===== config.mk =====
export PLATFORM = sky130hd
export DESIGN_NAME = store_buffer_coalesce_flat
export DESIGN_NICKNAME = d
export VERILOG_FILES = /design/src/rtl/store_buffer_coalesce_pkg.sv /design/src/rtl/store_buffer_coalesce_if.sv /design/src/rtl/store_buffer_coalesce_fwd.sv /design/src/rtl/store_buffer_coalesce.sv /design/src/flat_wrapper.sv
export SDC_FILE = /design/constraint.sdc
export NUM_CORES = 2
export LEC_CHECK = 0
export BUFFER_PORTS_ARGS = -buffer_cell sky130_fd_sc_hd__clkbuf_2
export CAP_MARGIN = 20
export CORE_MARGIN = 5
export CORE_UTILIZATION = 40
export DETAILED_ROUTE_END_ITERATION = 7
export PLACE_DENSITY = 0.62
export SYNTH_ARGS = -nofsm -noshare
export SYNTH_HDL_FRONTEND = slang
export SYNTH_SLANG_ARGS = --single-unit

===== constraint.sdc =====
create_clock -name clk -period 12.3 [get_ports clk]
set_input_delay 0.615 -clock clk [delete_from_list [all_inputs] [get_ports clk]]
set_output_delay 0.615 -clock clk [all_outputs]
set_load 0.005 [all_outputs]

===== src/rtl/store_buffer_coalesce_pkg.sv =====
// Shared types for the coalescing store buffer.
// Entry fields are sized for the widest configuration; users slice them.
package stb_pkg;

   localparam int STB_AW_MAX = 64;
   localparam int STB_DW_MAX = 128;
   localparam int STB_SW_MAX = STB_DW_MAX / 8;

   typedef struct packed {
      logic [STB_AW_MAX-1:0] addr;
      logic [STB_DW_MAX-1:0] data;
      logic [STB_SW_MAX-1:0] sel;
      logic                  dmem_sel;
   } stb_entry_t;

   typedef enum logic {
      IDLE = 1'b0,
      REQ  = 1'b1
   } stb_state_e;

   function automatic int stb_off_w(input int sel_w);
      return (sel_w > 1) ? $clog2(sel_w) : 0;
   endfunction

endpackage


===== src/rtl/store_buffer_coalesce_if.sv =====
// Store buffer to dcache request bundle.
// The store buffer is the master; the dcache answers with an ack.
interface stb_dcache_if #(
   parameter int ADDR_WIDTH     = 32,
   parameter int DATA_WIDTH     = 32,
   parameter int BYTE_SEL_WIDTH = DATA_WIDTH / 8
);
   logic [ADDR_WIDTH-1:0]     stb2dcache_addr;
   logic [DATA_WIDTH-1:0]     stb2dcache_wdata;
   logic [BYTE_SEL_WIDTH-1:0] stb2dcache_sel_byte;
   logic                      stb2dcache_w_en;
   logic                      stb2dcache_req;
   logic                      stb2dcache_empty;
   logic                      dmem_sel_o;
   logic                      dcache2stb_ack;

   modport master (
      output stb2dcache_addr,
      output stb2dcache_wdata,
      output stb2dcache_sel_byte,
      output stb2dcache_w_en,
      output stb2dcache_req,
      output stb2dcache_empty,
      output dmem_sel_o,
      input  dcache2stb_ack
   );

   modport slave (
      input  stb2dcache_addr,
      input  stb2dcache_wdata,
      input  stb2dcache_sel_byte,
      input  stb2dcache_w_en,
      input  stb2dcache_req,
      input  stb2dcache_empty,
      input  dmem_sel_o,
      output dcache2stb_ack
   );
endinterface


===== src/rtl/store_buffer_coalesce_fwd.sv =====
// Youngest-first word match over the store buffer entries.
// A match that does not cover every requested byte is a conflict.
module stb_fwd_lookup
   import stb_pkg::*;
#(
   parameter int ADDR_WIDTH     = 32,
   parameter int DATA_WIDTH     = 32,
   parameter int BYTE_SEL_WIDTH = DATA_WIDTH / 8,
   parameter int BLEN           = 8,
   parameter int PW             = $clog2(BLEN)
) (
   input  stb_entry_t                ent [BLEN],
   input  logic [BLEN-1:0]           vld,
   input  logic [PW-1:0]             tail,
   input  logic [ADDR_WIDTH-1:0]     ld_addr,
   input  logic [BYTE_SEL_WIDTH-1:0] ld_sel,
   output logic                      hit,
   output logic                      conflict,
   output logic [DATA_WIDTH-1:0]     data
);
   localparam int OFF = stb_off_w(BYTE_SEL_WIDTH);

   logic unused_bits;
   assign unused_bits = ^{ent[0], ld_addr};

   always_comb begin
      int            idx;
      logic [PW-1:0] ix;
      logic          found;
      hit      = 1'b0;
      conflict = 1'b0;
      data     = '0;
      found    = 1'b0;
      idx      = 0;
      ix       = '0;
      for (int k = 1; k <= BLEN; k++) begin
         idx = int'(tail) - k;
         if (idx < 0) idx = idx + BLEN;
         ix = PW'(idx);
         if (!found && vld[ix] &&
             ent[ix].addr[ADDR_WIDTH-1:OFF] == ld_addr[ADDR_WIDTH-1:OFF]) begin
            found = 1'b1;
            if ((ld_sel & ~ent[ix].sel[BYTE_SEL_WIDTH-1:0]) == '0) begin
               hit  = 1'b1;
               data = ent[ix].data[DATA_WIDTH-1:0];
            end else begin
               conflict = 1'b1;
            end
         end
      end
      // An all-zero load select is not a lookup at all
      if (ld_sel == '0) begin
         hit      = 1'b0;
         conflict = 1'b0;
         data     = '0;
      end
   end
endmodule


===== src/rtl/store_buffer_coalesce.sv =====
// Circular store buffer with youngest-entry write coalescing,
// store-to-load forwarding and a req/ack drain to the dcache.
module store_buffer_coalesce
   import stb_pkg::*;
#(
   parameter int ADDR_WIDTH     = 32,
   parameter int DATA_WIDTH     = 32,
   parameter int BYTE_SEL_WIDTH = DATA_WIDTH / 8,
   parameter int BLEN           = 8,
   parameter bit COALESCE_EN    = 1'b1,
   parameter bit FWD_EN         = 1'b1
) (
   input  logic                      clk,
   input  logic                      rst_n,
   input  logic [ADDR_WIDTH-1:0]     lsummu2stb_addr,
   input  logic [DATA_WIDTH-1:0]     lsummu2stb_wdata,
   input  logic [BYTE_SEL_WIDTH-1:0] lsummu2stb_sel_byte,
   input  logic                      lsummu2stb_w_en,
   input  logic                      lsummu2stb_req,
   input  logic                      dmem_sel_i,
   input  logic [ADDR_WIDTH-1:0]     lsummu2stb_ld_addr,
   input  logic [BYTE_SEL_WIDTH-1:0] lsummu2stb_ld_sel,
   output logic                      stb2lsummu_stall,
   output logic                      stb2lsummu_ack,
   output logic [DATA_WIDTH-1:0]     stb2lsummu_fwd_data,
   output logic                      stb2lsummu_fwd_hit,
   output logic                      stb2lsummu_fwd_conflict,
   stb_dcache_if.master              dc
);
   localparam int PW  = $clog2(BLEN);
   localparam int CW  = $clog2(BLEN + 1);
   localparam int OFF = stb_off_w(BYTE_SEL_WIDTH);
   localparam logic [PW-1:0] LAST = PW'(BLEN - 1);
   localparam logic [CW-1:0] FULL = CW'(BLEN);

   stb_entry_t      ent_q [BLEN];
   logic [BLEN-1:0] vld_q;
   logic [PW-1:0]   hd_q, tl_q, yi, wr_idx;
   logic [CW-1:0]   cnt_q;
   stb_state_e      st_q;
   logic            ack_q;
   stb_entry_t      hd_e, wr_e;
   logic            empty, accept, coal, push, pop, word_eq;
   logic            f_hit, f_conf;
   logic [DATA_WIDTH-1:0] f_data;
   logic            unused_hd;

   function automatic logic [PW-1:0] inc(input logic [PW-1:0] p);
      return (p == LAST) ? '0 : p + PW'(1);
   endfunction

   assign empty            = (cnt_q == '0);
   assign stb2lsummu_stall = (cnt_q == FULL);
   assign stb2lsummu_ack   = ack_q;
   assign accept  = lsummu2stb_req & lsummu2stb_w_en & ~stb2lsummu_stall;
   assign pop     = (st_q == REQ) & dc.dcache2stb_ack;
   assign yi      = (tl_q == '0) ? LAST : tl_q - PW'(1);
   assign word_eq = ent_q[yi].addr[ADDR_WIDTH-1:OFF] ==
                    lsummu2stb_addr[ADDR_WIDTH-1:OFF];
   // The in-flight head must not change under the dcache
   assign coal    = COALESCE_EN && !empty && word_eq &&
                    !((yi == hd_q) && (st_q == REQ));
   assign push    = accept & ~coal;
   assign wr_idx  = coal ? yi : tl_q;

   always_comb begin
      wr_e = '0;
      if (coal) begin
         wr_e = ent_q[yi];
         for (int b = 0; b < BYTE_SEL_WIDTH; b++) begin
            if (lsummu2stb_sel_byte[b])
               wr_e.data[8*b +: 8] = lsummu2stb_wdata[8*b +: 8];
         end
         wr_e.sel[BYTE_SEL_WIDTH-1:0] =
            ent_q[yi].sel[BYTE_SEL_WIDTH-1:0] | lsummu2stb_sel_byte;
      end else begin
         wr_e.addr[ADDR_WIDTH-1:0]     = lsummu2stb_addr;
         wr_e.data[DATA_WIDTH-1:0]     = lsummu2stb_wdata;
         wr_e.sel[BYTE_SEL_WIDTH-1:0]  = lsummu2stb_sel_byte;
         wr_e.dmem_sel                 = dmem_sel_i;
      end
   end

   always_ff @(posedge clk) begin
      if (!rst_n) begin
         vld_q <= '0;
         hd_q  <= '0;
         tl_q  <= '0;
         cnt_q <= '0;
         st_q  <= IDLE;
         ack_q <= 1'b0;
      end else begin
         ack_q <= accept;
         if (accept) ent_q[wr_idx] <= wr_e;
         if (push) begin
            vld_q[tl_q] <= 1'b1;
            tl_q        <= inc(tl_q);
         end
         if (pop) begin
            vld_q[hd_q] <= 1'b0;
            hd_q        <= inc(hd_q);
         end
         cnt_q <= cnt_q + CW'(push) - CW'(pop);
         unique case (st_q)
            IDLE: if (!empty) st_q <= REQ;
            REQ:  if (dc.dcache2stb_ack) st_q <= IDLE;
            default: st_q <= IDLE;
         endcase
      end
   end

   assign hd_e      = ent_q[hd_q];
   assign unused_hd = ^hd_e;

   assign dc.stb2dcache_req      = (st_q == REQ);
   assign dc.stb2dcache_w_en     = (st_q == REQ);
   assign dc.stb2dcache_empty    = empty;
   assign dc.stb2dcache_addr     = empty ? '0 : hd_e.addr[ADDR_WIDTH-1:0];
   assign dc.stb2dcache_wdata    = empty ? '0 : hd_e.data[DATA_WIDTH-1:0];
   assign dc.stb2dcache_sel_byte =
      empty ? '0 : hd_e.sel[BYTE_SEL_WIDTH-1:0];
   assign dc.dmem_sel_o          = empty ? 1'b0 : hd_e.dmem_sel;

   stb_fwd_lookup #(
      .ADDR_WIDTH     (ADDR_WIDTH),
      .DATA_WIDTH     (DATA_WIDTH),
      .BYTE_SEL_WIDTH (BYTE_SEL_WIDTH),
      .BLEN           (BLEN),
      .PW             (PW)
   ) u_fwd (
      .ent      (ent_q),
      .vld      (vld_q),
      .tail     (tl_q),
      .ld_addr  (lsummu2stb_ld_addr),
      .ld_sel   (lsummu2stb_ld_sel),
      .hit      (f_hit),
      .conflict (f_conf),
      .data     (f_data)
   );

   assign stb2lsummu_fwd_hit      = FWD_EN ? f_hit  : 1'b0;
   assign stb2lsummu_fwd_conflict = FWD_EN ? f_conf : 1'b0;
   assign stb2lsummu_fwd_data     = FWD_EN ? f_data : '0;
endmodule


===== src/flat_wrapper.sv =====
// flat-port wrapper written by rule: the top's interface ports become plain ports
module store_buffer_coalesce_flat import stb_pkg::*;
#(
   parameter int ADDR_WIDTH     = 32,
   parameter int DATA_WIDTH     = 32,
   parameter int BYTE_SEL_WIDTH = DATA_WIDTH / 8,
   parameter int BLEN           = 8,
   parameter bit COALESCE_EN    = 1'b1,
   parameter bit FWD_EN         = 1'b1
)
  (clk, rst_n, lsummu2stb_addr, lsummu2stb_wdata, lsummu2stb_sel_byte, lsummu2stb_w_en, lsummu2stb_req, dmem_sel_i, lsummu2stb_ld_addr, lsummu2stb_ld_sel, stb2lsummu_stall, stb2lsummu_ack, stb2lsummu_fwd_data, stb2lsummu_fwd_hit, stb2lsummu_fwd_conflict, dc_stb2dcache_addr, dc_stb2dcache_wdata, dc_stb2dcache_sel_byte, dc_stb2dcache_w_en, dc_stb2dcache_req, dc_stb2dcache_empty, dc_dmem_sel_o, dc_dcache2stb_ack);
  stb_dcache_if #(.ADDR_WIDTH(ADDR_WIDTH), .DATA_WIDTH(DATA_WIDTH), .BYTE_SEL_WIDTH(BYTE_SEL_WIDTH)) dc_i ();
  input  logic clk;
  input  logic rst_n;
  input  logic [ADDR_WIDTH-1:0] lsummu2stb_addr;
  input  logic [DATA_WIDTH-1:0] lsummu2stb_wdata;
  input  logic [BYTE_SEL_WIDTH-1:0] lsummu2stb_sel_byte;
  input  logic lsummu2stb_w_en;
  input  logic lsummu2stb_req;
  input  logic dmem_sel_i;
  input  logic [ADDR_WIDTH-1:0] lsummu2stb_ld_addr;
  input  logic [BYTE_SEL_WIDTH-1:0] lsummu2stb_ld_sel;
  output logic stb2lsummu_stall;
  output logic stb2lsummu_ack;
  output logic [DATA_WIDTH-1:0] stb2lsummu_fwd_data;
  output logic stb2lsummu_fwd_hit;
  output logic stb2lsummu_fwd_conflict;
  output wire logic [$bits(dc_i.stb2dcache_addr)-1:0] dc_stb2dcache_addr;
  output wire logic [$bits(dc_i.stb2dcache_wdata)-1:0] dc_stb2dcache_wdata;
  output wire logic [$bits(dc_i.stb2dcache_sel_byte)-1:0] dc_stb2dcache_sel_byte;
  output wire logic [$bits(dc_i.stb2dcache_w_en)-1:0] dc_stb2dcache_w_en;
  output wire logic [$bits(dc_i.stb2dcache_req)-1:0] dc_stb2dcache_req;
  output wire logic [$bits(dc_i.stb2dcache_empty)-1:0] dc_stb2dcache_empty;
  output wire logic [$bits(dc_i.dmem_sel_o)-1:0] dc_dmem_sel_o;
  input wire logic [$bits(dc_i.dcache2stb_ack)-1:0] dc_dcache2stb_ack;
  assign dc_stb2dcache_addr = dc_i.stb2dcache_addr;
  assign dc_stb2dcache_wdata = dc_i.stb2dcache_wdata;
  assign dc_stb2dcache_sel_byte = dc_i.stb2dcache_sel_byte;
  assign dc_stb2dcache_w_en = dc_i.stb2dcache_w_en;
  assign dc_stb2dcache_req = dc_i.stb2dcache_req;
  assign dc_stb2dcache_empty = dc_i.stb2dcache_empty;
  assign dc_dmem_sel_o = dc_i.dmem_sel_o;
  assign dc_i.dcache2stb_ack = dc_dcache2stb_ack;
  store_buffer_coalesce #(.ADDR_WIDTH(ADDR_WIDTH), .DATA_WIDTH(DATA_WIDTH), .BYTE_SEL_WIDTH(BYTE_SEL_WIDTH), .BLEN(BLEN), .COALESCE_EN(COALESCE_EN), .FWD_EN(FWD_EN)) u_core (.clk(clk), .rst_n(rst_n), .lsummu2stb_addr(lsummu2stb_addr), .lsummu2stb_wdata(lsummu2stb_wdata), .lsummu2stb_sel_byte(lsummu2stb_sel_byte), .lsummu2stb_w_en(lsummu2stb_w_en), .lsummu2stb_req(lsummu2stb_req), .dmem_sel_i(dmem_sel_i), .lsummu2stb_ld_addr(lsummu2stb_ld_addr), .lsummu2stb_ld_sel(lsummu2stb_ld_sel), .stb2lsummu_stall(stb2lsummu_stall), .stb2lsummu_ack(stb2lsummu_ack), .stb2lsummu_fwd_data(stb2lsummu_fwd_data), .stb2lsummu_fwd_hit(stb2lsummu_fwd_hit), .stb2lsummu_fwd_conflict(stb2lsummu_fwd_conflict), .dc(dc_i));
endmodule

Word level (Yosys, flattened, before mapping) --
Index checks and enable logic that the tools add are counted. W data, S select, Z words.
Operators by class: add/subtract/negate cells 21, $lt $le $gt $ge 32, equality and inequality tests 13, muxes and demuxes 143, bitwise operators 38, reductions and logical operators 42
Operators by type and width (number):
- $bmux W209 S3 | 10
- $mux W177 | 18
- $bwmux W1672 | 1
- $mux W32 | 22
- $demux W209 S3 | 1
- $mux W209 | 3
- $eq A30 B30 Y1 | 9
- $mux W96 | 1
- $mux W8 | 7
- $mux W1 | 54
- $ge A4 B4 Y1 const B | 11
- $not A3 Y4 | 11
- $logic_not A4 Y1 | 10
- $lt A3 B4 Y1 const B | 10
- $mux W3 | 12
- $and A4 B4 Y4 | 8
- $lt A4 B1 Y1 const B | 8
- $not A4 Y4 | 8
- $add A3 B1 Y3 const B | 10
- $bmux W1 S3 | 8
- $logic_and A1 B1 Y1 | 21
- $sub A3 B3 Y4 const B | 4
- $mux W12 | 1
- $logic_not A1 Y1 | 9
- 23 further kinds | 32
Word-level totals: register bits 1692, input bits 110, output and inout bits 108, logic and storage cells 327

Depth between registers and ports, before layout --
depth after elaboration 39, gate-level depth with buffers 28

Cells and area by module --
From an unflattened synthesis, not the netlist that was laid out.
Unflattened totals: cells, all modules 6933, area, all modules 96877.9 sq um
Modules (own cells, without submodules):
- store_buffer_coalesce | times used 1, cells each 4133, area each 70540.2 sq um
- stb_fwd_lookup | times used 1, cells each 2800, area each 26337.8 sq um

Worst setup path after synthesis --
OpenSTA, ideal clock, no wires.
path type reg2reg, start register u_core.tl_q[0] (netlist name), end register u_core.ent_q[1254] (netlist name) (enable), data arrival time 9440 ps, required time 11719 ps, setup slack 2279 ps, cell stages (with the launch flop) 26, buffers on the path 14, path through dfxtp_1 -> buf_6 -> buf_12 -> buf_6 -> inv_4 -> buf_4 -> buf_2 -> buf_4 -> ha_1 -> buf_4 -> buf_6 -> buf_6 -> buf_6 -> buf_4 -> nand2_2 -> buf_2 -> mux2i_1 -> mux4_2 -> xnor2_1 -> nor4_1 -> nand4_1 -> or3_1 -> buf_6 -> buf_6 -> mux2i_1 -> nor3_1
RTL lines:
- to (signal, indexed assignment) | line store_buffer_coalesce.sv:94 | if (accept) ent_q[wr_idx] <= wr_e;
- to (decl) | line store_buffer_coalesce.sv:36 | stb_entry_t ent_q [BLEN];

Final worst setup path --
start register u_core.tl_q[0], end output port stb2lsummu_fwd_data[31]
Between the ends: word-level cells in the longest chain between the ends 39, elaborated cells between the ends (all ways) 158, classes of those cells 16 x add/sub; 8 x order compare; 8 x eq/ne; 72 x mux; 24 x bitwise; 30 x reduce/logical
RTL lines:
- from (decl) | line store_buffer_coalesce.sv:38 | logic [PW-1:0] hd_q, tl_q, yi, wr_idx;
- from (signal assigned) | line store_buffer_coalesce.sv:97 | tl_q <= inc(tl_q);
- $sub A3 B1 Y4 | line store_buffer_coalesce_fwd.sv:37 | idx = int'(tail) - k;
- $lt A4 B1 Y1 / $add A3 B1 Y3 (equally long branches) | line store_buffer_coalesce_fwd.sv:38 | if (idx < 0) idx = idx + BLEN;
- $mux W3 | line store_buffer_coalesce_fwd.sv:38
- $not A3 Y4 (not written as such) | line store_buffer_coalesce_fwd.sv:41, store_buffer_coalesce_fwd.sv:43, store_buffer_coalesce_fwd.sv:45
- $bmux W209 S3 | line store_buffer_coalesce_fwd.sv:41, store_buffer_coalesce_fwd.sv:43, store_buffer_coalesce_fwd.sv:45
- $mux W177 (not written as such) (2 in a row) | line store_buffer_coalesce_fwd.sv:45 | data = ent[ix].data[DATA_WIDTH-1:0];
- $eq A30 B30 Y1 | line store_buffer_coalesce_fwd.sv:41 | ent[ix].addr[ADDR_WIDTH-1:OFF] == ld_addr[ADDR_WIDTH-1:OFF]) begin
- $logic_and A1 B1 Y1 | line store_buffer_coalesce_fwd.sv:40 | if (!found && vld[ix] &&
- [20 not listed]
- $mux W1 | line store_buffer_coalesce_fwd.sv:40
- $logic_not A1 Y1 | line store_buffer_coalesce_fwd.sv:40
- $logic_and A1 B1 Y1 (2 in a row) | line store_buffer_coalesce_fwd.sv:40
- $mux W1 | line store_buffer_coalesce_fwd.sv:40
- $logic_not A1 Y1 | line store_buffer_coalesce_fwd.sv:40
- $logic_and A1 B1 Y1 (2 in a row) | line store_buffer_coalesce_fwd.sv:40
- $mux W32 * | line store_buffer_coalesce_fwd.sv:40
- $mux W32 * | line store_buffer_coalesce_fwd.sv:52 | if (ld_sel == '0) begin
- to (decl) | line flat_wrapper.sv:25 | output logic [DATA_WIDTH-1:0] stb2lsummu_fwd_data;
Every way passes the cells marked *; elsewhere a longest branch is shown, timed or not. The select of a mux whose other input is x is not followed.

==> impl_metrics.json <==
{
  "outcome": "finished, final reports clean",
  "internal-power_mw": 4.47,
  "cts_hold_buffers": 0,
  "grt_usage": 0.289,
  "crit_path_max_incr_delay_ns": 1.00,
  "grt_max_degree": 128,
  "skew_ns": 0.0325,
  "post_synth_instance_area_mm2": 0.0573,
  "netlist_top_cells_area": "edfxtp_1 (29%), mux4_2 (29%), mux2i_1 (9.4%), nand2_1 (4.1%), mux2_2 (3.9%)",
  "cell_family_contributing_the_most_delay_on_the_critical_path": "buffers and inverters",
  "die-area_mm2": 0.151,
  "timing.setup.tns_ns": 0,
  "grt_setup_unrepaired": "false",
  "gp_routability_congestion": 1.06,
  "sw_frac_of_total": 0.356,
  "critPathRequiredTime_ns": 11.69,
  "grt_pass1_wl_mm": 325,
  "num_io_pins": 218,
  "ys.flop_type": "edfxtp_1",
  "max_freq_mhz": 105,
  "cts.path.max_buffers": 3,
  "clock_insertion_delay_worst_skew_ns": 0.69,
  "fin_area_mm2": 0.0614,
  "yosys_warnings": 0,
  "drt-pass1-iter-count": 6,
  "final_common_cell": "mux4_2",
  "vias_per_cell": 7.16,
  "cts.clk_slew.worst_paths_ns": 0.08,
  "cts_setup_buffers": 0,
  "final_period_minus_worst_setup_slack_ns": 9.56,
  "fraction_of_final_layout_cells_sized_beyond_drive_strength_1": 0.302,
  "netlist.area_leader.share": 0.289,
  "final_max_slew_viol_count": 0,
  "cp_num_buf_inv": 6,
  "flow.area_growth_from_synthesis_pct": 7.29,
  "final_hold_viol_count": 0,
  "combinationalPowerShare": 0.368,
  "finalSetupViolations": 0,
  "ant_nets": 0,
  "chipWidth_um": 388,
  "detailed_place_hpwl_mm": 149,
  "grt_remaining_overflow": 0,
  "synth.net_count": 4972,
  "worst_slew_margin_rel": 0.202,
  "worst_setup_path_end_kind": "output pin",
  "die_h_um": 388,
  "max_slew.worst_pin.slew_ns": 1.19,
  "pwr_density_cell_mw_per_mm2": 113,
  "yosysUniqueCellTypes": 97,
  "startpoint_type": "flop",
  "synth_sequential_area_ratio": 0.296,
  "drv.max_cap_violation_count": 0,
  "place_area_mm2": 0.0591,
  "core_area_mm2": 0.142,
  "finish.net_count": 4839,
  "syn-mean-instance-area_um2": 11.8,
  "p_clk_frac": 0.310,
  "critPathMaxFanout": 54,
  "grt_pass1_vias": 44493,
  "avgRoutedWirePerCell_um": 33.9,
  "port_buffers": 215,
  "timing.setup.critical_path_class": "flop to output pin",
  "wl_mm": 226,
  "dpl_worst_slack_ns": 3.62,
  "postSynthRegisterBits": 572,
  "clock_sink_count": 572,
  "clock-root-buffer": "clkbuf_16",
  "arrival_ns": 8.95,
  "fin_crit_sh": 0.777,
  "tritoncts": "yes",
  "cts_max_level": 3,
  "critical-path-top-cell-by-count": "buf_4",
  "async_flop_share": 0,
  "irDropWorstVdd_v": 0.000165,
  "grt_antenna_before_repair": 27,
  "setup_slack_of_the_critical_path_after_layout_ns": 2.74,
  "detailroute.via_count": 47775,
  "power.switching_mw": 2.47,
  "critical_path.cell_chain": "inv_4 -> ha_4 -> buf_4 -> buf_4 -> mux2_2 -> a2bb2oi_1 -> and3_1 -> a31oi_1 -> a2111oi_2 -> or4b_4 -> and4bb_1 -> buf_4 -> o21ai_4 -> buf_4 -> o2111ai_1 -> a32o_1 -> clkbuf_2",
  "layout.cells.most_common_list": "mux4_2 (726), nand2_1 (620), edfxtp_1 (552), mux2i_1 (539), clkbuf_2 (215)",
  "post_cts_resize_count": 0,
  "first_iter_violations": 7516,
  "total_clock_buffers_created_by_cts": 67,
  "type_of_the_tightest_min_delay_check": "input port to flop",
  "effective_utilization_at_floorplan": 0.403,
  "placementRows": 138,
  "syn-instance-count": 4845,
  "power.share.sequential": 0.322,
  "drcViolationCount": 0,
  "slowest_stage": "ha_4",
  "p_leak_nw": 19.8,
  "number_of_flops_mapped_to_enable_cells_by_yosys": 552,
  "yosys.area.top_type": "edfxtp_1"
}
==> layout make-up <==
class / instances / area [um2]
Sequential cell: 572 / 17000
Clock inverter: 38 / 495
Clock buffer: 82 / 1830
Antenna cell: 19 / 47.5
Tap cell: 1890 / 2360
Inverter: 40 / 158
Multi-Input combinational cell: 3707 / 37600
Fill cell: 13049 / 80500
Timing Repair Buffer: 324 / 1990
==> sequential cells by signal, summed over array words and instances, names as in the netlist <==
register	cells
u_core.vld_q	8
u_core.tl_q	3
u_core.dc.stb2dcache_req	1
u_core.cnt_q	4
u_core.ent_q	552
u_core.stb2lsummu_ack	1
u_core.hd_q	3
==> cell usage after synthesis, drive strengths merged (11+ instances only) <==
master and number:
nor3 54, nand2 622, a32oi 14, xor2 28, a31oi 43, o22a 13
a22o 19, a221oi 71, inv 33, and4 11, and3 81, o22ai 57
and3b 18, and2 20, nor4 24, buf 306, o21ai 104, mux2 202
o311a 13, o2111ai 41, o21a 23, nand4 57, o211ai 28, or3 25
a32o 18, edfxtp 552, nor2b 18, nand2b 23, mux2i 539, xnor2 151
mux4 726, ha 16, a21boi 14, a21oi 114, nor2 209, dfxtp 20
a22oi 83, nand3 106, clkbuf 220
==> kinds of logic (layout without fill, tap and decap cells) <==
group | after synthesis | in the layout | synth area share
AOI/OAI and AO/OA | 746 | 746 | 0.0935
xor gates and xnor gates | 179 | 179 | 0.0274
adders and majority gates | 17 | 17 | 0.00385
buffers and inverters | 566 | 484 | 0.0515
DFF | 572 | 572 | 0.296
muxes | 1467 | 1467 | 0.419
other | 0 | 19 | 0
and+or+nand+nor | 1298 | 1298 | 0.108
==> stage by stage <==
stage          utilization  hold slack, ns  power, mW  instances
2_1_floorplan            -           0.487       4.00       4845
3_3_place_gp         0.416           0.548       4.75       6533
3_5_place_dp         0.416           0.569       4.78       6533
4_1_cts              0.433           0.200       6.92       6653
5_1_grt              0.433           0.244       7.18       6664
6_report             0.433           0.232       6.94       6672
==> power groups by stage <==
stage	Sequential [mW]	Combinational [mW]	Clock [mW]
after global placement	2.28	2.47	0
after global routing	2.24	2.69	2.25
final	2.24	2.55	2.15
after CTS	2.24	2.51	2.18
after floorplan	2.23	1.77	0
after detailed placement	2.28	2.50	0
==> routing by layer <==
| metal | vias up | track usage | share of wire |
|---|---|---|---|
| met4 | 16 | 0.132 | 0.052 |
| met1 | 24251 | 0.400 | 0.38 |
| met3 | 543 | 0.0745 | 0.13 |
| met2 | 3625 | 0.427 | 0.44 |
| li1 | 19340 | - | - |
| met5 | - | 0 | 0.00044 |
==> final timing paths <==
kind,start,end,slack [ns],cells after the start
hold reg to reg,u_core.dc.stb2dcache_req,u_core.dc.stb2dcache_req,0.58,2
setup / recovery,u_core.tl_q[0],stb2lsummu_fwd_data[31],2.74,17
hold / removal,lsummu2stb_addr[14],u_core.ent_q[1204],0.23,1
setup reg to reg,u_core.tl_q[0],u_core.ent_q[1211],3.65,14
(Power assumes the default switching activity.)
